==> src/rtl/sram_arbiter.sv <==
// Round-robin arbiter between the CPU port (A) and the LCD frame-fetch DMA port (B) in front of
// the 256K x 16 asynchronous SRAM, sequencing the SRAM strobes with a fixed access length.
module sram_arbiter #(
  parameter int ACCESS_CYCLES = 2,
  parameter int AW            = 18,
  parameter int DW            = 16
) (
  input  logic          clk,
  input  logic          reset,
  input  logic          a_req,
  input  logic          a_we,
  input  logic [AW-1:0] a_addr,
  input  logic [DW-1:0] a_wdata,
  output logic [DW-1:0] a_rdata,
  output logic          a_ack,
  input  logic          b_req,
  input  logic          b_we,
  input  logic [AW-1:0] b_addr,
  input  logic [DW-1:0] b_wdata,
  output logic [DW-1:0] b_rdata,
  output logic          b_ack,
  output logic [AW-1:0] sram_addr,
  input  logic [DW-1:0] sram_din,
  output logic [DW-1:0] sram_dout,
  output logic          sram_dout_en,
  output logic          sram_cen,
  output logic          sram_oen,
  output logic          sram_wen
);

  localparam int CW = $clog2(ACCESS_CYCLES);
  localparam logic [CW-1:0] LAST = CW'(ACCESS_CYCLES - 1);

  typedef enum logic [1:0] {IDLE, ACCESS, ACK} state_t;

  state_t        state_q, state_d;
  logic [CW-1:0] cnt_q, cnt_d;
  logic          gntB_q, gntB_d;
  logic          lastB_q, lastB_d;
  logic          we_q, we_d;
  logic [AW-1:0] addr_q, addr_d;
  logic [DW-1:0] dout_q, dout_d;
  logic          doutEn_q, doutEn_d;
  logic          cen_q, cen_d;
  logic          oen_q, oen_d;
  logic          wen_q, wen_d;
  logic          aAck_q, aAck_d;
  logic          bAck_q, bAck_d;
  logic [DW-1:0] aRdata_q, aRdata_d;
  logic [DW-1:0] bRdata_q, bRdata_d;
  logic          pickB;
  logic          inAccess;

  always_ff @(posedge clk or posedge reset) begin
    if (reset) begin
      state_q  <= IDLE;
      cnt_q    <= '0;
      gntB_q   <= 1'b0;
      lastB_q  <= 1'b1;
      we_q     <= 1'b0;
      addr_q   <= '0;
      dout_q   <= '0;
      doutEn_q <= 1'b0;
      cen_q    <= 1'b1;
      oen_q    <= 1'b1;
      wen_q    <= 1'b1;
      aAck_q   <= 1'b0;
      bAck_q   <= 1'b0;
      aRdata_q <= '0;
      bRdata_q <= '0;
    end else begin
      state_q  <= state_d;
      cnt_q    <= cnt_d;
      gntB_q   <= gntB_d;
      lastB_q  <= lastB_d;
      we_q     <= we_d;
      addr_q   <= addr_d;
      dout_q   <= dout_d;
      doutEn_q <= doutEn_d;
      cen_q    <= cen_d;
      oen_q    <= oen_d;
      wen_q    <= wen_d;
      aAck_q   <= aAck_d;
      bAck_q   <= bAck_d;
      aRdata_q <= aRdata_d;
      bRdata_q <= bRdata_d;
    end
  end

  // Outputs are registered, so the strobes computed here belong to the state being entered.
  always_comb begin
    state_d  = state_q;
    cnt_d    = cnt_q;
    gntB_d   = gntB_q;
    lastB_d  = lastB_q;
    we_d     = we_q;
    addr_d   = addr_q;
    dout_d   = dout_q;
    doutEn_d = 1'b0;
    cen_d    = 1'b1;
    oen_d    = 1'b1;
    wen_d    = 1'b1;
    aAck_d   = 1'b0;
    bAck_d   = 1'b0;
    aRdata_d = aRdata_q;
    bRdata_d = bRdata_q;
    pickB    = 1'b0;
    inAccess = 1'b0;

    case (state_q)
      IDLE: begin
        if (a_req || b_req) begin
          pickB    = b_req && (!a_req || !lastB_q);
          gntB_d   = pickB;
          lastB_d  = pickB;
          we_d     = pickB ? b_we    : a_we;
          addr_d   = pickB ? b_addr  : a_addr;
          dout_d   = pickB ? b_wdata : a_wdata;
          cnt_d    = '0;
          state_d  = ACCESS;
          inAccess = 1'b1;
        end
      end
      ACCESS: begin
        if (cnt_q == LAST) begin
          state_d = ACK;
          aAck_d  = !gntB_q;
          bAck_d  = gntB_q;
          if (!we_q) begin
            if (gntB_q) bRdata_d = sram_din;
            else        aRdata_d = sram_din;
          end
        end else begin
          cnt_d    = cnt_q + CW'(1);
          inAccess = 1'b1;
        end
      end
      ACK: begin
        state_d = IDLE;
      end
      default: begin
        state_d = IDLE;
      end
    endcase

    // wen rises on the final access cycle so write data is still driven past its rising edge.
    if (inAccess) begin
      cen_d = 1'b0;
      if (we_d) begin
        doutEn_d = 1'b1;
        wen_d    = (cnt_d == LAST);
      end else begin
        oen_d = 1'b0;
      end
    end
  end

  assign sram_addr    = addr_q;
  assign sram_dout    = dout_q;
  assign sram_dout_en = doutEn_q;
  assign sram_cen     = cen_q;
  assign sram_oen     = oen_q;
  assign sram_wen     = wen_q;
  assign a_ack        = aAck_q;
  assign b_ack        = bAck_q;
  assign a_rdata      = aRdata_q;
  assign b_rdata      = bRdata_q;

endmodule

==> config.mk <==
export PLATFORM = sky130hd
export DESIGN_NAME = sram_arbiter
export DESIGN_NICKNAME = d
export VERILOG_FILES = /design/src/rtl/sram_arbiter.sv
export SDC_FILE = /design/constraint.sdc
export NUM_CORES = 1
export LEC_CHECK = 0
export ABC_AREA = 1
export BUFFER_PORTS_ARGS = -buffer_cell sky130_fd_sc_hd__buf_4
export CAP_MARGIN = 10
export CORE_ASPECT_RATIO = 0.5
export CORE_UTILIZATION = 30
export DETAILED_ROUTE_END_ITERATION = 8
export GPL_TIMING_DRIVEN = 0
export MAX_ROUTING_LAYER = met4
export PLACE_DENSITY = 0.58
export REMOVE_ABC_BUFFERS = 1
export SLEW_MARGIN = 30
export SYNTH_ARGS = -nofsm -noshare
export SYNTH_HDL_FRONTEND = slang
export SYNTH_SLANG_ARGS = --single-unit
==> constraint.sdc <==
create_clock -name clk -period 7.5 [get_ports clk]
set_input_delay 1.5 -clock clk [delete_from_list [all_inputs] [get_ports clk]]
set_output_delay 1.5 -clock clk [all_outputs]
set_load 0.05 [all_outputs]
==> impl_metrics.py <==
metrics = {
    "cts": {
        "cts_tree": "built",
        "clk_pin_slew_ns": 0.06,
        "cts_buffer_depth": 2,
        "cts_inserted_buffers": 9,
        "cts_setup_buffers": 0,
        "clock-sinks": 78,
        "cts.htree.levels": 3,
        "post_cts_hold_buffer_count": 0,
        "cts_root_buf": "sky130_fd_sc_hd__clkbuf_16",
        "clock_insertion_delay_worst_skew_ns": 0.33,
        "cts_resized": 0,
    },
    "die": {
        "fp.dieArea_um2": 12300,
        "coreArea_um2": 11200,
        "design.portCount": 162,
        "floorplan.initialDensity_pct": 31.4,
        "die_height_um": 78.8,
        "die_w_um": 156,
        "row_count": 27,
    },
    "global_routing": {
        "grt_pass1_vias": 2765,
        "grt_start_max_net_pins": 71,
        "track_usage_pct": 15.0,
        "overflow": 0,
        "grt_pass1_wl_um": 13900,
        "antenna_violations_before_repair": 0,
    },
    "route": {
        "route.final.wire_length_um": 8570,
        "vias": 2947,
        "routed_wire_length_per_instance_um": 12.1,
        "viasPerCell": 4.17,
        "detailedRoute.firstIterationViolations": 159,
        "drcViolationCount": 0,
        "detail-route-antenna-nets": 0,
        "drt_first_pass_iters": 4,
    },
    "synthesis": {
        "syn-cell-area_um2": 3540,
        "yosysSeqAreaShare_pct": 55.3,
        "synth_edf_count": 0,
        "ys.warnings.count": 0,
        "synth.ff_latch_count": 78,
        "synthCells": 388,
        "yosysTopAreaCell": "sky130_fd_sc_hd__dfrtp_1",
        "netlist.area_leader.share_pct": 52.4,
        "biggest_area_contributors_in_the_synthesized_netlist": "sky130_fd_sc_hd__dfrtp_1 52%, sky130_fd_sc_hd__nand2_1 15%, sky130_fd_sc_hd__o211ai_2 6.4%, sky130_fd_sc_hd__inv_1 6.0%, sky130_fd_sc_hd__o21ai_1 4.8%",
        "post_synth.cell_area_avg_um2": 9.12,
        "synth_ff_type": "sky130_fd_sc_hd__dfrtp_1",
        "async_reset_ff_share_pct": 100,
        "synthDistinctLibCells": 22,
    },
    "timing": {
        "fin_crit_ns": 2.53,
        "fin_crit_sh_pct": 33.8,
        "achievable-frequency_ghz": 0.395,
        "finalSetupViolCount": 0,
        "grt_setup_unrepaired": "false",
        "worst_clock_skew_ns": 0.00493,
        "maxSlewHeadroom_pct": 46.2,
        "report.final.hold_viol_count": 0,
        "tightest_slew_ns": 0.807,
        "setup_tns_ns": 0,
        "slew_viol_final": 0,
    },
    "min_path": {
        "timing.hold.worst.start": "lastB_q",
        "worst_hold_path_type": "reg2reg",
    },
    "run": {
        "maxCapViolations": 0,
    },
    "worst_setup_path": {
        "timing.critical_path.buf_inv": 1,
        "crit_path_end_kind": "output port",
        "timing.critical_path.slowest_cell_delay_ns": 0.52,
        "slowest_stage": "sky130_fd_sc_hd__dfstp_2",
        "setup.worst_path.start": "sram_wen",
        "timing_worst_setup_path_type": "reg2out",
        "cp.required_ns": 6.00,
        "arrival_time_worst_endpoint_ns": 1.03,
        "critical-path-top-delay-family": "flip-flops",
        "crit_path_start_kind": "flop",
        "crit-reg2reg-launch": "lastB_q",
        "cell_chain_critical_path": "buf_4",
        "crit_fanout": 1,
    },
    "layout": {
        "most_used_cells_in_the_layout_excluding_fill_and_tap_cells": "161 x sky130_fd_sc_hd__buf_4, 142 x sky130_fd_sc_hd__nand2_1, 74 x sky130_fd_sc_hd__dfrtp_1",
        "area_growth_pct": 47.6,
        "layout.cells.most_common": "sky130_fd_sc_hd__buf_4",
        "antenna_cells": 0,
        "post-route-cell-area_um2": 5220,
        "layout-drive-gt1-share_pct": 39.8,
        "num-nets-final": 633,
        "num-fill-cells": 1134,
    },
    "power": {
        "vdd.ir_drop.worst_mv": 0.163,
        "power.density_nw_per_um2": 534,
        "cellLeakagePower_nw": 2.84,
    },
    "place": {
        "place_congestion": 0.749,
        "hpwlAfterDp_um": 6180,
        "io_buffers": 161,
        "dpl_cell_area_um2": 4890,
    },
    "outcome": {
        "outcome": "complete, no violations",
    },
}
==> through the flow <==
step	std cells	hold WS (ns)	total power, mW	setup WS [ns]	util [%]
CTS	707	0.481	2.83	4.95	46.4
global route	707	0.489	2.95	4.90	46.4
finish	707	0.475	2.79	4.97	46.4
global placement	687	0.466	2.27	2.90	42.5
floorplan	367	0.453	1.81	4.01	-
detailed placement	691	0.467	2.34	4.69	43.5
==> layout make-up <==
type,count,area (um2),share of cell area (%)
Clock inverter,7,105,2.01
Sequential cell,78,1960,37.5
Timing Repair Buffer,165,1310,25.0
Inverter,59,226,4.34
Clock buffer,9,225,4.31
Multi-Input combinational cell,230,1200,23.0
Tap cell,159,199,3.81
==> cell usage after synthesis (3+ instances only) <==
cell                         n
sky130_fd_sc_hd__nand2_1   142
sky130_fd_sc_hd__dfrtp_1    74
sky130_fd_sc_hd__inv_1      57
sky130_fd_sc_hd__o21ai_1    34
sky130_fd_sc_hd__o211ai_2   18
sky130_fd_sc_hd__o211ai_1   16
sky130_fd_sc_hd__buf_2      11
sky130_fd_sc_hd__buf_4       6
sky130_fd_sc_hd__dfstp_2     4
sky130_fd_sc_hd__nand2_2     4
sky130_fd_sc_hd__nand3_1     3
sky130_fd_sc_hd__nand3_2     3
==> cells by family (layout without fill, tap and decap cells) <==
kind of cell,count (synthesis),in the layout,share of synthesized area (%)
buffers and inverters,80,240,10.9
AOI/OAI and AO/OA,70,70,15.2
and+or+nand+nor,160,160,18.6
DFF,78,78,55.3
==> registers in the layout, indices dropped and copies added, names as in the netlist, 2 cells and up <==
name / flops
state_q: 2
b_rdata: 16
sram_dout: 16
a_rdata: 16
sram_addr: 18
==> power by group <==
part	total, mW	switching [mW]	internal [mW]	leakage (nW)
Sequential	0.754	0.113	0.641	0.937
Combinational	1.56	1.08	0.474	1.75
Clock	0.477	0.181	0.297	0.159
==> worst paths after layout <==
path / to / depth (start not counted) / slack [ns]
min: lastB_q / 2 / 0.47
max: sram_wen / 1 / 4.97
max reg2reg: sram_addr[9] / 5 / 5.83
min reg2reg: lastB_q / 2 / 0.47
min in group asynchronous: b_rdata[2] / 2 / 1.14
max in group asynchronous: sram_wen / 3 / 5.78
==> routing by layer <==
layer / GRT usage [%] / part of all wire (%)
met2: 24.9 / 49
met5: - / 0
met1: 18.5 / 46
met4: 2.94 / 0.84
met3: 3.98 / 3.8
(Power assumes the default switching activity.)
